## src/rtl/bus_arbiter_rr.sv

```systemverilog
// Registered N-way bus arbiter: fixed-priority or round-robin selection, grant
// held until release, one idle cycle between owners, optional tenure timeout.
module bus_arbiter_rr #(
  parameter int N        = 4,
  parameter int MODE     = 1,
  parameter int MAX_HOLD = 0
) (
  input  logic                   CLK,
  input  logic                   RST,
  input  logic [N-1:0]           BR,
  output logic [N-1:0]           BG,
  output logic [$clog2(N)-1:0]   GNT_ID,
  output logic                   BUSY,
  output logic                   TIMEOUT
);

  localparam int IW = $clog2(N);
  localparam int CW = (MAX_HOLD > 0) ? $clog2(MAX_HOLD + 1) : 1;
  localparam logic [CW-1:0] HOLD_LAST = CW'((MAX_HOLD > 0) ? (MAX_HOLD - 1) : 0);

  typedef enum logic {
    ST_IDLE  = 1'b0,
    ST_GRANT = 1'b1
  } state_t;

  state_t          state_q, state_d;
  logic [N-1:0]    bg_q, bg_d;
  logic [IW-1:0]   gnt_id_q, gnt_id_d;
  logic            busy_q, busy_d;
  logic            timeout_q, timeout_d;
  logic [CW-1:0]   cnt_q, cnt_d;
  logic [N-1:0]    mask_q, mask_d;
  logic [IW-1:0]   last_q, last_d;

  logic [N-1:0]    req_s;
  logic [IW-1:0]   win_idx_s;
  logic            owner_br_s;

  // Winner selection over the unmasked requests.
  always_comb begin
    int s;
    req_s     = BR & ~mask_q;
    win_idx_s = '0;
    s         = 0;
    if (MODE == 0) begin
      // Ascending scan: the highest set index overwrites lower ones.
      for (int i = 0; i < N; i++) begin
        win_idx_s = req_s[i] ? IW'(i) : win_idx_s;
      end
    end else begin
      // Descending distance scan: the nearest requester above last wins.
      for (int k = N; k >= 1; k--) begin
        s         = int'(last_q) + k;
        s         = (s >= N) ? (s - N) : s;
        win_idx_s = req_s[IW'(s)] ? IW'(s) : win_idx_s;
      end
    end
  end

  assign owner_br_s = BR[gnt_id_q];

  // Next-state, grant, counter and revoke-mask computation.
  always_comb begin
    state_d   = state_q;
    bg_d      = bg_q;
    gnt_id_d  = gnt_id_q;
    busy_d    = busy_q;
    timeout_d = 1'b0;
    cnt_d     = cnt_q;
    last_d    = last_q;
    mask_d    = mask_q & BR;
    case (state_q)
      ST_IDLE: begin
        if (|req_s) begin
          state_d  = ST_GRANT;
          bg_d     = {{(N-1){1'b0}}, 1'b1} << win_idx_s;
          gnt_id_d = win_idx_s;
          busy_d   = 1'b1;
          cnt_d    = '0;
          last_d   = win_idx_s;
        end else begin
          state_d  = ST_IDLE;
        end
      end
      ST_GRANT: begin
        if (!owner_br_s) begin
          state_d  = ST_IDLE;
          bg_d     = '0;
          gnt_id_d = '0;
          busy_d   = 1'b0;
        end else if ((MAX_HOLD > 0) && (cnt_q == HOLD_LAST)) begin
          state_d           = ST_IDLE;
          bg_d              = '0;
          gnt_id_d          = '0;
          busy_d            = 1'b0;
          timeout_d         = 1'b1;
          mask_d[gnt_id_q]  = 1'b1;
        end else begin
          cnt_d = (MAX_HOLD > 0) ? (cnt_q + CW'(1)) : cnt_q;
        end
      end
      default: begin
        state_d  = ST_IDLE;
        bg_d     = '0;
        gnt_id_d = '0;
        busy_d   = 1'b0;
        cnt_d    = '0;
      end
    endcase
  end

  // State and registered outputs.
  always_ff @(posedge CLK or posedge RST) begin
    if (RST) begin
      state_q   <= ST_IDLE;
      bg_q      <= '0;
      gnt_id_q  <= '0;
      busy_q    <= 1'b0;
      timeout_q <= 1'b0;
      cnt_q     <= '0;
      mask_q    <= '0;
      last_q    <= IW'(N - 1);
    end else begin
      state_q   <= state_d;
      bg_q      <= bg_d;
      gnt_id_q  <= gnt_id_d;
      busy_q    <= busy_d;
      timeout_q <= timeout_d;
      cnt_q     <= cnt_d;
      mask_q    <= mask_d;
      last_q    <= last_d;
    end
  end

  assign BG      = bg_q;
  assign GNT_ID  = gnt_id_q;
  assign BUSY    = busy_q;
  assign TIMEOUT = timeout_q;

endmodule

```

## config.mk

```make
export PLATFORM = sky130hd
export DESIGN_NAME = bus_arbiter_rr
export DESIGN_NICKNAME = d
export VERILOG_FILES = /design/src/rtl/bus_arbiter_rr.sv
export SDC_FILE = /design/constraint.sdc
export NUM_CORES = 1
export LEC_CHECK = 0
export BUFFER_PORTS_ARGS = -buffer_cell sky130_fd_sc_hd__clkbuf_2
export CAP_MARGIN = 25
export CORE_ASPECT_RATIO = 1.1
export CORE_UTILIZATION = 47
export DETAILED_ROUTE_END_ITERATION = 10
export GPL_TIMING_DRIVEN = 0
export PLACE_DENSITY = 0.7
export SLEW_MARGIN = 20
export SYNTH_ARGS = -nofsm -noshare
export SYNTH_HDL_FRONTEND = slang
export SYNTH_SLANG_ARGS = --single-unit
```

## constraint.sdc

```tcl
create_clock -name CLK -period 1.3 [get_ports CLK]
set_input_delay 0.065 -clock CLK [delete_from_list [all_inputs] [get_ports CLK]]
set_output_delay 0.065 -clock CLK [all_outputs]
set_load 0.005 [all_outputs]
```

==> impl_metrics.sql, run 1 <==
INSERT INTO impl_metrics (metric_group, metric, value, unit) VALUES
('clocking', 'cts_tree', 'done', ''),
('critical_path', 'worstPathRequired', '1520', 'ps'),
('critical_path', 'cpPeakStageDelay', '430', 'ps'),
('pwr', 'power.internal', '1.24', 'mW'),
('min_path', 'hold_path.class', 'input pin to register', ''),
('clocking', 'number_of_buffers_added_by_the_clock_tree_synthesis_step', '3', ''),
('timing', 'finalHoldViolations', '0', ''),
('timing', 'clock-skew-final', '7.56', 'ps'),
('clocking', 'ctsHtreeMaxLevel', '1', ''),
('timing', 'worst-slew-pin-transition', '512', 'ps'),
('route', 'drt_iter0_markers', '2', ''),
('route', 'drtPass1Iterations', '4', ''),
('status', 'run_status', 'complete, but fails checks', ''),
('timing', 'post-route-worst-setup-slack', '-162', 'ps'),
('timing', 'period_minus_slack', '1460', 'ps'),
('global_routing', 'congestion_overflow_gr', '0', ''),
('final_layout', 'area.growth.synth_to_final', '25.4', '%'),
('clocking', 'clock_latency', '280', 'ps'),
('route', 'detail_route.wirelength', '1430', 'um'),
('critical_path', 'critPathArrivalTime', '1680', 'ps'),
('place', 'quantity_of_i_o_buffers_inserted_on_ports', '12', ''),
('route', 'detailroute.wirelength.met2', '737', 'um'),
('final_layout', 'num-nets-final', '91', ''),
('route', 'met3RoutedLength', '37', 'um'),
('timing', 'number_of_setup_violations_in_the_final_report', '8', ''),
('global_routing', 'first_pass_grt_wire_length', '2160', 'um'),
('place', 'dp.final_hpwl', '1030', 'um'),
('pwr', 'power.net_switching', '678', 'uW'),
('route', 'detailroute.via_count', '569', ''),
('synthesis', 'synth-seq-area-share', '46.2', '%'),
('pwr', 'netSwitchingFraction', '35.4', '%'),
('floorplan', 'rows', '14', ''),
('place', 'dpl_cell_area', '845', 'um^2'),
('pwr', 'power_frac_seq', '39.3', '%'),
('synthesis', 'synth_seq_cells', '14', ''),
('synthesis', 'synth_fp_nets', '71', ''),
('status', 'failing_checks', 'setup timing', ''),
('critical_path', 'crit_type', 'register to register', ''),
('floorplan', 'design.core.area', '1440', 'um^2'),
('pwr', 'power-per-cell-area', '2000', 'nW/um^2'),
('synthesis', 'post_synthesis_instance_area', '764', 'um^2'),
('final_layout', 'num_antenna_cells', '0', ''),
('synthesis', 'synth.distinct_cells', '36', ''),
('route', 'm1WireLength', '634', 'um'),
('clocking', 'clkTransAtPathRegs', '90', 'ps'),
('route', 'ant_nets', '0', ''),
('final_layout', 'fin_area', '958', 'um^2'),
('job', 'max_cap_violations', '0', ''),
('final_layout', 'layout.cells.most_common', 'sky130_fd_sc_hd__clkbuf_2', ''),
('synthesis', 'synth_edf_count', '0', ''),
('final_layout', 'drive_gt1_share', '51.2', '%'),
('place', 'globalplace.congestion', '0.807', ''),
('route', 'avgRoutedWirePerCell', '14.3', 'um'),
('global_routing', 'grt_use_total', '18.2', '%'),
('synthesis', 'synth_top_flop_cell', 'sky130_fd_sc_hd__dfrtp_1', ''),
('global_routing', 'grt_start_max_net_pins', '15', ''),
('pwr', 'total_power', '1.92', 'mW'),
('floorplan', 'design.die.area', '1790', 'um^2'),
('critical_path', 'timing.critical_path.to_type', 'register', ''),
('critical_path', 'biggest_fanout_along_the_worst_timing_path', '6', ''),
('pwr', 'cellLeakagePower', '0.442', 'nW'),
('synthesis', 'ys_async_sr_fraction', '100', '%'),
('synthesis', 'synth_cells', '65', ''),
('critical_path', 'worstSetupStartpointType', 'register', ''),
('clocking', 'clock_sinks', '14', ''),
('pwr', 'clock_power_share', '16.5', '%'),
('route', 'avgViaCountPerCell', '5.69', ''),
('clocking', 'root_buffer', 'sky130_fd_sc_hd__clkbuf_4', ''),
('timing', 'maxSlewHeadroom', '65.8', '%'),
('synthesis', 'synth_warnings', '0', ''),
('pwr', 'comb_power_share', '44.1', '%');
[registers in the layout, summed over array words and instances, names as in the netlist]
register / count
GNT_ID: 2
state_q: 1
BG: 4
mask_q: 4
BUSY: 1
last_q: 2
[routing by layer]
layer / up-vias / track usage, %
met1: 279 / 23.6
met4: 0 / 10.0
met5: - / 0
li1: 277 / -
met3: 4 / 3.02
met2: 9 / 27.9
[worst paths after layout]
kind | startpoint | end | depth (start not counted)
worst min-delay path | BR[0] | mask_q[0] | 2
max in group asynchronous | RST | mask_q[1] | 3
min in group asynchronous | RST | mask_q[3] | 3
worst min register to register | mask_q[3] | mask_q[3] | 1
worst max-delay path | last_q[1] | BG[2] | 4
worst max register to register | last_q[1] | BG[2] | 4
[cell usage after synthesis, drive strengths merged (2+ instances only)]
library cell	number	share of area [%]
a22o	2	2.5
nand2	5	2.8
a21oi	2	1.3
and2	4	3.3
o2bb2ai	3	3.4
nor2b	3	2.5
nor2	2	0.98
dfstp	2	6.9
buf	3	5.1
inv	4	2.0
nand2b	3	2.5
dfrtp	12	39
[worst max-delay path: cells and delay by family, from the launching register on]
family | cells | cell delay, ps
flip-flops | 1 | 430
AND/OR/NAND/NOR | 1 | 210
AO/OA/AOI/OAI | 3 | 770
[logic make-up (layout without fill, tap and decap cells)]
| logic type | count (synthesis) | after routing | share of synthesized area, % |
|---|---|---|---|
| AOI/OAI and AO/OA | 20 | 20 | 24.9 |
| buffers and inverters | 7 | 26 | 7.04 |
| DFF | 14 | 14 | 46.2 |
| muxes | 2 | 2 | 4.26 |
| other | 1 | 1 | 0.491 |
| and+or+nand+nor | 21 | 21 | 17.2 |
[stage by stage]
step	setup slack, ps	util (%)	instances	setup TNS (ps)	hold WS, ps
3_3_place_gp	-173	58.8	93	-867	103
6_report	-162	66.7	100	-876	35.3
5_1_grt	-213	66.7	100	-1410	37.4
4_1_cts	-153	64.7	100	-1090	27.2
2_1_floorplan	-117	-	65	-433	-47.2
3_5_place_dp	-177	58.8	93	-1020	112
[power groups by stage]
stage               clock network [mW]  logic [mW]  registers, mW
floorplan                            0       0.543          0.740
global placement                     0       0.735          0.745
detailed placement                   0       0.752          0.753
CTS                              0.323       0.828          0.744
global route                     0.341       0.931          0.777
finish                           0.317       0.845          0.753
[cell type report]
type                            instances  area, um^2
Buffer                                  3        38.8
Clock buffer                            4        36.3
Fill cell                             122         478
Inverter                                4        15.0
Multi-Input combinational cell         44         409
Sequential cell                        14         354
Tap cell                               16        20.0
Timing Repair Buffer                   15        85.1
[what timing repair did]
action / CTS / global route
hold buffers: 1 / 0
pin swaps: 4 / 2
resized for setup: 5 / 6
setup buffers: 2 / 0
gates cloned: 0 / 0
endpoints found under the setup margin: 9 / 9
endpoints found under the hold margin: 12 / 0
(Power assumes the default switching activity.)
==> run 2: changes to the inputs <==
- CELL_PAD_IN_SITES_DETAIL_PLACEMENT: unset -> 0
- CELL_PAD_IN_SITES_GLOBAL_PLACEMENT: unset -> 1
- CORE_UTILIZATION: 47 -> 37
- PLACE_DENSITY: 0.7 -> 0.69
==> run 2 against run 1 <==
The run still ends with setup timing left; sequential power hardly changed; hold slack improved by 5.4 ps; sequential share of layout area decreased by 0.75 points; clock skew down 5.9 ps; cell count up 12%; total power shrank 0.12%; routed wire length up 4.3%; die area grew 26%; global-route usage is 2.1 points lower; clock-buffer cell count is the same; via count fell by 0.88%; clock power decreased by 2%; critical path type unchanged.
==> impl_metrics.sql, run 2 (synthesis results as in run 1) <==
INSERT INTO impl_metrics (metric_group, metric, value, unit) VALUES
('status', 'run_status', 'complete, but fails checks', ''),
('status', 'failing_checks', 'setup timing', ''),
('critical_path', 'crit_type', 'register to register', ''),
('route', 'drc', '0', ''),
('route', 'ant_nets', '0', ''),
('clocking', 'clkTransAtPathRegs', '80', 'ps'),
('critical_path', 'worstSetupStartpointType', 'register', ''),
('final_layout', 'drive_gt1_share', '49.4', '%'),
('pwr', 'total_power', '1.91', 'mW'),
('min_path', 'hold_path.class', 'input pin to register', ''),
('min_path', 'worst_hold_startpoint', 'BR[0]', ''),
('critical_path', 'critPathArrivalTime', '1630', 'ps'),
('critical_path', 'ff2ff_path_depth', '4', ''),
('global_routing', 'grt_start_max_net_pins', '15', ''),
('timing', 'number_of_setup_violations_in_the_final_report', '7', ''),
('final_layout', 'multiInputGateArea', '405', 'um^2'),
('place', 'quantity_of_i_o_buffers_inserted_on_ports', '12', ''),
('timing', 'rsz_0062_raised_after_global_routing', 'true', ''),
('route', 'avgViaCountPerCell', '5.04', ''),
('floorplan', 'ios', '14', ''),
('clocking', 'clock_latency', '280', 'ps'),
('timing', 'highest_achievable_clock_rate', '684', 'MHz'),
('timing', 'maxSlewHeadroom', '64.8', '%'),
('global_routing', 'first_pass_grt_wire_length', '2590', 'um'),
('critical_path', 'r2r_start', 'mask_q[1]', ''),
('final_layout', 'sequential_cell_area', '353', 'um^2'),
('timing', 'timing.final.crit_share', '112', '%'),
('place', 'worst_slack_at_placement', '-205', 'ps'),
('place', 'globalplace.congestion', '0.734', ''),
('job', 'max_cap_violations', '0', ''),
('timing', 'worst-slew-pin-transition', '528', 'ps'),
('pwr', 'power-per-cell-area', '1960', 'nW/um^2'),
('route', 'detail_route.wirelength', '1490', 'um'),
('floorplan', 'die_w', '45.3', 'um'),
('route', 'drt_iter0_markers', '8', ''),
('timing', 'finalHoldViolations', '0', ''),
('critical_path', 'worstPathRequired', '1470', 'ps'),
('clocking', 'cts_tree', 'done', ''),
('timing', 'post-route-worst-setup-slack', '-162', 'ps'),
('final_layout', 'layout_common_cells', '12 x sky130_fd_sc_hd__dfrtp_1, 12 x sky130_fd_sc_hd__clkbuf_2', ''),
('timing', 'clock-skew-final', '1.71', 'ps'),
('global_routing', 'grt_pass1_vias', '573', ''),
('clocking', 'root_buffer', 'sky130_fd_sc_hd__clkbuf_4', ''),
('place', 'dp.final_hpwl', '1060', 'um'),
('pwr', 'cellLeakagePower', '0.448', 'nW'),
('timing', 'period_minus_slack', '1460', 'ps'),
('route', 'detailroute.via_count', '564', ''),
('min_path', 'min_to', 'mask_q[0]', ''),
('clocking', 'number_of_buffers_added_by_the_clock_tree_synthesis_step', '3', ''),
('critical_path', 'biggest_fanout_along_the_worst_timing_path', '6', ''),
('final_layout', 'area.growth.synth_to_final', '27.5', '%'),
('floorplan', 'initial_core_util', '41.1', '%'),
('final_layout', 'fillerInstances', '182', ''),
('timing', 'hold_slack_final', '40.7', 'ps'),
('route', 'drtPass1Iterations', '4', ''),
('critical_path', 'timing.critical_path.to_type', 'register', ''),
('min_path', 'min_delay_path_depth', '2', ''),
('critical_path', 'regToRegSetupSlack', '-160', 'ps'),
('timing', 'maxSlewViolCount', '0', ''),
('global_routing', 'grt_antenna_before_repair', '0', ''),
('floorplan', 'design.core.area', '1860', 'um^2'),
('clocking', 'cts-root-to-sink-buffers', '2', ''),
('final_layout', 'num-nets-final', '92', ''),
('global_routing', 'congestion_overflow_gr', '0', ''),
('global_routing', 'grt_use_total', '16.1', '%'),
('floorplan', 'rows', '16', ''),
('clocking', 'ctsHtreeMaxLevel', '1', ''),
('timing', 'setup_tns', '-749', 'ps'),
('floorplan', 'design.die.area', '2250', 'um^2'),
('route', 'avgRoutedWirePerCell', '13.3', 'um'),
('critical_path', 'r2r-end', 'BG[2]', ''),
('final_layout', 'num_antenna_cells', '0', ''),
('clocking', 'clock_sinks', '14', ''),
('pwr', 'vdd_ir_drop_max', '0.904', 'mV'),
('floorplan', 'die_y', '49.7', 'um');
[run 2: cell count changes in the layout (fill, tap and decap cells not counted)]
| cell | change |
|---|---|
| sky130_fd_sc_hd__buf_4 | +1 |
| sky130_fd_sc_hd__or2b_1 | +1 |
| sky130_fd_sc_hd__dfrtp_1 | +1 |
| sky130_fd_sc_hd__or2b_4 | -1 |
| sky130_fd_sc_hd__dfrtp_2 | -1 |
[run 2: how the worst max path moves through the flow]
stage / slack (ps) / from / endpoint
2_1_floorplan: -120 / GNT_ID[1] / BG[2]
3_3_place_gp: -190 / GNT_ID[1] / BG[2]
3_5_place_dp: -210 / mask_q[3] / BG[0]
4_1_cts: -160 / mask_q[1] / BG[2]
5_1_grt: -210 / mask_q[1] / BG[2]
6_report: -160 / mask_q[1] / BG[2]
[run 2: timing repair]
item                                   4_1_cts  5_1_grt
buffers inserted                             3        0
setup endpoints to repair                    9       10
resized for setup                            7        2
pin swaps                                    4        3
endpoints found under the hold margin       12        0
hold buffers                                 1        0
[run 2: worst max-delay path: stages, from the launching register on]
cell	delay [ps]
sky130_fd_sc_hd__dfrtp_1	420
sky130_fd_sc_hd__or2b_1	310
sky130_fd_sc_hd__mux2i_2	220
sky130_fd_sc_hd__a221oi_4	120
sky130_fd_sc_hd__a32o_2	280
[run 2: through the flow]
step,area [um^2],instances,utilization [%]
after global routing,975,112,52.4
after global placement,858,104,46.1
final,975,112,52.4
after floorplan,764,65,-
after CTS,965,112,51.8
after detailed placement,858,104,46.1
[run 2: area by class of cell]
cell class / count / share of cell area, %
Sequential cell: 14 / 36.2
Buffer: 3 / 3.98
Inverter: 4 / 1.54
Clock buffer: 4 / 3.72
Multi-Input combinational cell: 44 / 41.6
Timing Repair Buffer: 16 / 9.50
Tap cell: 27 / 3.47
[run 2: power by group]
group	internal, mW	leakage (nW)	switching [mW]
sequential	0.611	0.179	0.145
combinational	0.456	0.248	0.391
clock	0.170	0.0210	0.139
[run 2: metal layers]
layer / vias to the layer above / wire (um) / GRT usage, %
met2: 8 / 717 / 23.7
met4: 0 / 29 / 7.58
li1: 276 / - / -
met3: 4 / 32 / 3.30
met5: - / 0 / 0
met1: 276 / 711 / 22.2
==> run 3: changes to the inputs <==
- CTS_BUF_LIST: unset -> sky130_fd_sc_hd__clkbuf_16
- SLEW_MARGIN: 20 -> unset
==> run 3 against run 2 <==
The run still ends with setup timing left; design area rose by 0.77%; routed wire length fell by 4.8%; sequential power barely moved; largest power group unchanged.
==> impl_metrics.sql, run 3 (synthesis results as in run 1) <==
INSERT INTO impl_metrics (metric_group, metric, value, unit) VALUES
('place', 'dp.cells', '104', ''),
('final_layout', 'layout.cells.non_filler', '111', ''),
('place', 'dp.final_hpwl', '1060', 'um'),
('clocking', 'clock_sinks', '14', ''),
('timing', 'timing.final.crit_share', '112', '%'),
('critical_path', 'crit_type', 'register to register', ''),
('global_routing', 'grt_start_max_net_pins', '15', ''),
('pwr', 'cellLeakagePower', '0.456', 'nW'),
('critical_path', 'regToRegSetupSlack', '-160', 'ps'),
('floorplan', 'design.die.area', '2250', 'um^2'),
('critical_path', 'largest_delay_contributor_family_on_the_critical_path', 'flip-flops', ''),
('critical_path', 'crit_cells', '4', ''),
('final_layout', 'layout_common_cells', '12 x sky130_fd_sc_hd__dfrtp_1, 12 x sky130_fd_sc_hd__clkbuf_2, 4 x sky130_fd_sc_hd__nand2_1, 4 x sky130_fd_sc_hd__inv_1, 4 x sky130_fd_sc_hd__and2_1', ''),
('timing', 'maxSlewViolCount', '0', ''),
('timing', 'number_of_setup_violations_in_the_final_report', '9', ''),
('critical_path', 'ff2ff_path_depth', '4', ''),
('job', 'max_cap_violations', '0', ''),
('floorplan', 'rows', '16', ''),
('timing', 'hold_slack_final', '81.1', 'ps'),
('critical_path', 'r2r_start', 'mask_q[1]', ''),
('floorplan', 'die_w', '45.3', 'um'),
('global_routing', 'first_pass_grt_wire_length', '2430', 'um'),
('timing', 'maxSlewHeadroom', '64.7', '%'),
('critical_path', 'r2r-end', 'BG[2]', ''),
('critical_path', 'crit_path_top_delay_cell', 'sky130_fd_sc_hd__dfrtp_1', ''),
('timing', 'clock-skew-final', '1.29', 'ps'),
('clocking', 'root_buffer', 'sky130_fd_sc_hd__clkbuf_16', ''),
('global_routing', 'grt_antenna_before_repair', '0', ''),
('final_layout', 'area.growth.synth_to_final', '28.5', '%'),
('timing', 'rsz_0062_raised_after_global_routing', 'true', ''),
('critical_path', 'worstSetupStartpointType', 'register', ''),
('route', 'drc', '0', ''),
('clocking', 'ctsHtreeMaxLevel', '1', ''),
('floorplan', 'design.core.area', '1860', 'um^2'),
('route', 'detailroute.via_count', '564', ''),
('clocking', 'number_of_buffers_added_by_the_clock_tree_synthesis_step', '3', ''),
('final_layout', 'num_antenna_cells', '0', ''),
('route', 'avgRoutedWirePerCell', '12.8', 'um'),
('critical_path', 'path_buf_inv', '0', ''),
('global_routing', 'congestion_overflow_gr', '0', ''),
('status', 'run_status', 'complete, but fails checks', ''),
('floorplan', 'initial_core_util', '41.1', '%'),
('clocking', 'clkTransAtPathRegs', '50', 'ps'),
('critical_path', 'critPathArrivalTime', '1590', 'ps'),
('clocking', 'cts-root-to-sink-buffers', '2', ''),
('place', 'quantity_of_i_o_buffers_inserted_on_ports', '12', ''),
('final_layout', 'drive_gt1_share', '40.5', '%'),
('min_path', 'hold_path.class', 'input pin to register', ''),
('route', 'ant_nets', '0', ''),
('final_layout', 'num-nets-final', '91', ''),
('global_routing', 'grt_pass1_vias', '527', ''),
('route', 'drtPass1Iterations', '4', ''),
('timing', 'period_minus_slack', '1460', 'ps'),
('route', 'avgViaCountPerCell', '5.08', ''),
('route', 'detail_route.wirelength', '1420', 'um'),
('floorplan', 'die_y', '49.7', 'um'),
('timing', 'post-route-worst-setup-slack', '-162', 'ps'),
('timing', 'finalHoldViolations', '0', ''),
('critical_path', 'timing.critical_path.from', 'mask_q[1]', ''),
('route', 'drt_iter0_markers', '8', ''),
('pwr', 'vdd_ir_drop_max', '1.23', 'mV'),
('status', 'failing_checks', 'setup timing', ''),
('timing', 'highest_achievable_clock_rate', '684', 'MHz'),
('timing', 'worst-slew-pin-transition', '529', 'ps'),
('clocking', 'clock_latency', '240', 'ps'),
('global_routing', 'grt_use_total', '15.3', '%'),
('critical_path', 'timing.critical_path.to_type', 'register', ''),
('critical_path', 'worstPathRequired', '1430', 'ps'),
('pwr', 'power-per-cell-area', '2190', 'nW/um^2'),
('critical_path', 'cpPeakStageDelay', '420', 'ps'),
('critical_path', 'cp-endpoint', 'BG[2]', ''),
('critical_path', 'path_cells', 'or2b_1 -> mux2i_1 -> a221oi_4 -> a32o_2', ''),
('critical_path', 'biggest_fanout_along_the_worst_timing_path', '6', ''),
('final_layout', 'fillerInstances', '171', ''),
('clocking', 'cts_tree', 'done', ''),
('floorplan', 'ios', '14', ''),
('place', 'globalplace.congestion', '0.734', '');
-- run 3: worst register-to-register path, stage by stage, from the launching register on --
cell and delay [ps]:
sky130_fd_sc_hd__dfrtp_1 420, sky130_fd_sc_hd__or2b_1 290, sky130_fd_sc_hd__mux2i_1 230, sky130_fd_sc_hd__a221oi_4 130
sky130_fd_sc_hd__a32o_2 290
-- run 3: layout make-up --
class	count	area, um^2	share of cell area, %
buffer	3	38.8	3.95
clock buffer	3	75.1	7.64
clock inverter	1	3.75	0.382
inverter	4	15.0	1.53
multi-input combinational	44	378	38.5
sequential	14	353	35.9
tap	27	33.8	3.44
timing repair buffer	15	85.1	8.66
-- run 3: how the worst min path moves through the flow --
| stage | from | to | slack, ps | cells past startpoint |
|---|---|---|---|---|
| after floorplan | RST | BG[0] | -50 | 1 |
| after global placement | RST | mask_q[1] | 110 | 2 |
| after detailed placement | RST | mask_q[1] | 120 | 2 |
| after CTS | BR[0] | mask_q[0] | 80 | 2 |
| after global routing | BR[0] | mask_q[0] | 110 | 2 |
| final | BR[0] | mask_q[0] | 80 | 2 |
-- run 3: through the flow --
step | worst slack (ps) | setup TNS (ps) | instance area [um^2] | power (mW) | util (%)
detailed placement | -205 | -1110 | 858 | 1.51 | 46.1
finish | -162 | -776 | 982 | 2.15 | 52.8
global placement | -189 | -1010 | 858 | 1.49 | 46.1
CTS | -152 | -845 | 973 | 2.16 | 52.3
floorplan | -117 | -433 | 764 | 1.28 | -
global route | -210 | -1660 | 982 | 2.29 | 52.8
-- run 3: routing by layer --
layer  vias up  GRT usage, %  share of wire (%)
met1       278          21.0                 48
met2         9          22.2                 48
met4         0          7.58                2.0
li1        273             -                  -
met5         -             0                  0
met3         4          3.30                2.3
-- run 3: what timing repair did --
action,in CTS,in global routing
hold endpoints to repair,12,0
hold buffers,1,0
pin swaps,3,0
resized for setup,2,1
endpoints found under the setup margin,9,10
setup buffers,2,0
-- run 3: report_power, final --
part / total, mW / switching, mW / internal, mW
Sequential: 0.753 / 0.139 / 0.614
Combinational: 0.814 / 0.377 / 0.437
Clock: 0.581 / 0.174 / 0.406
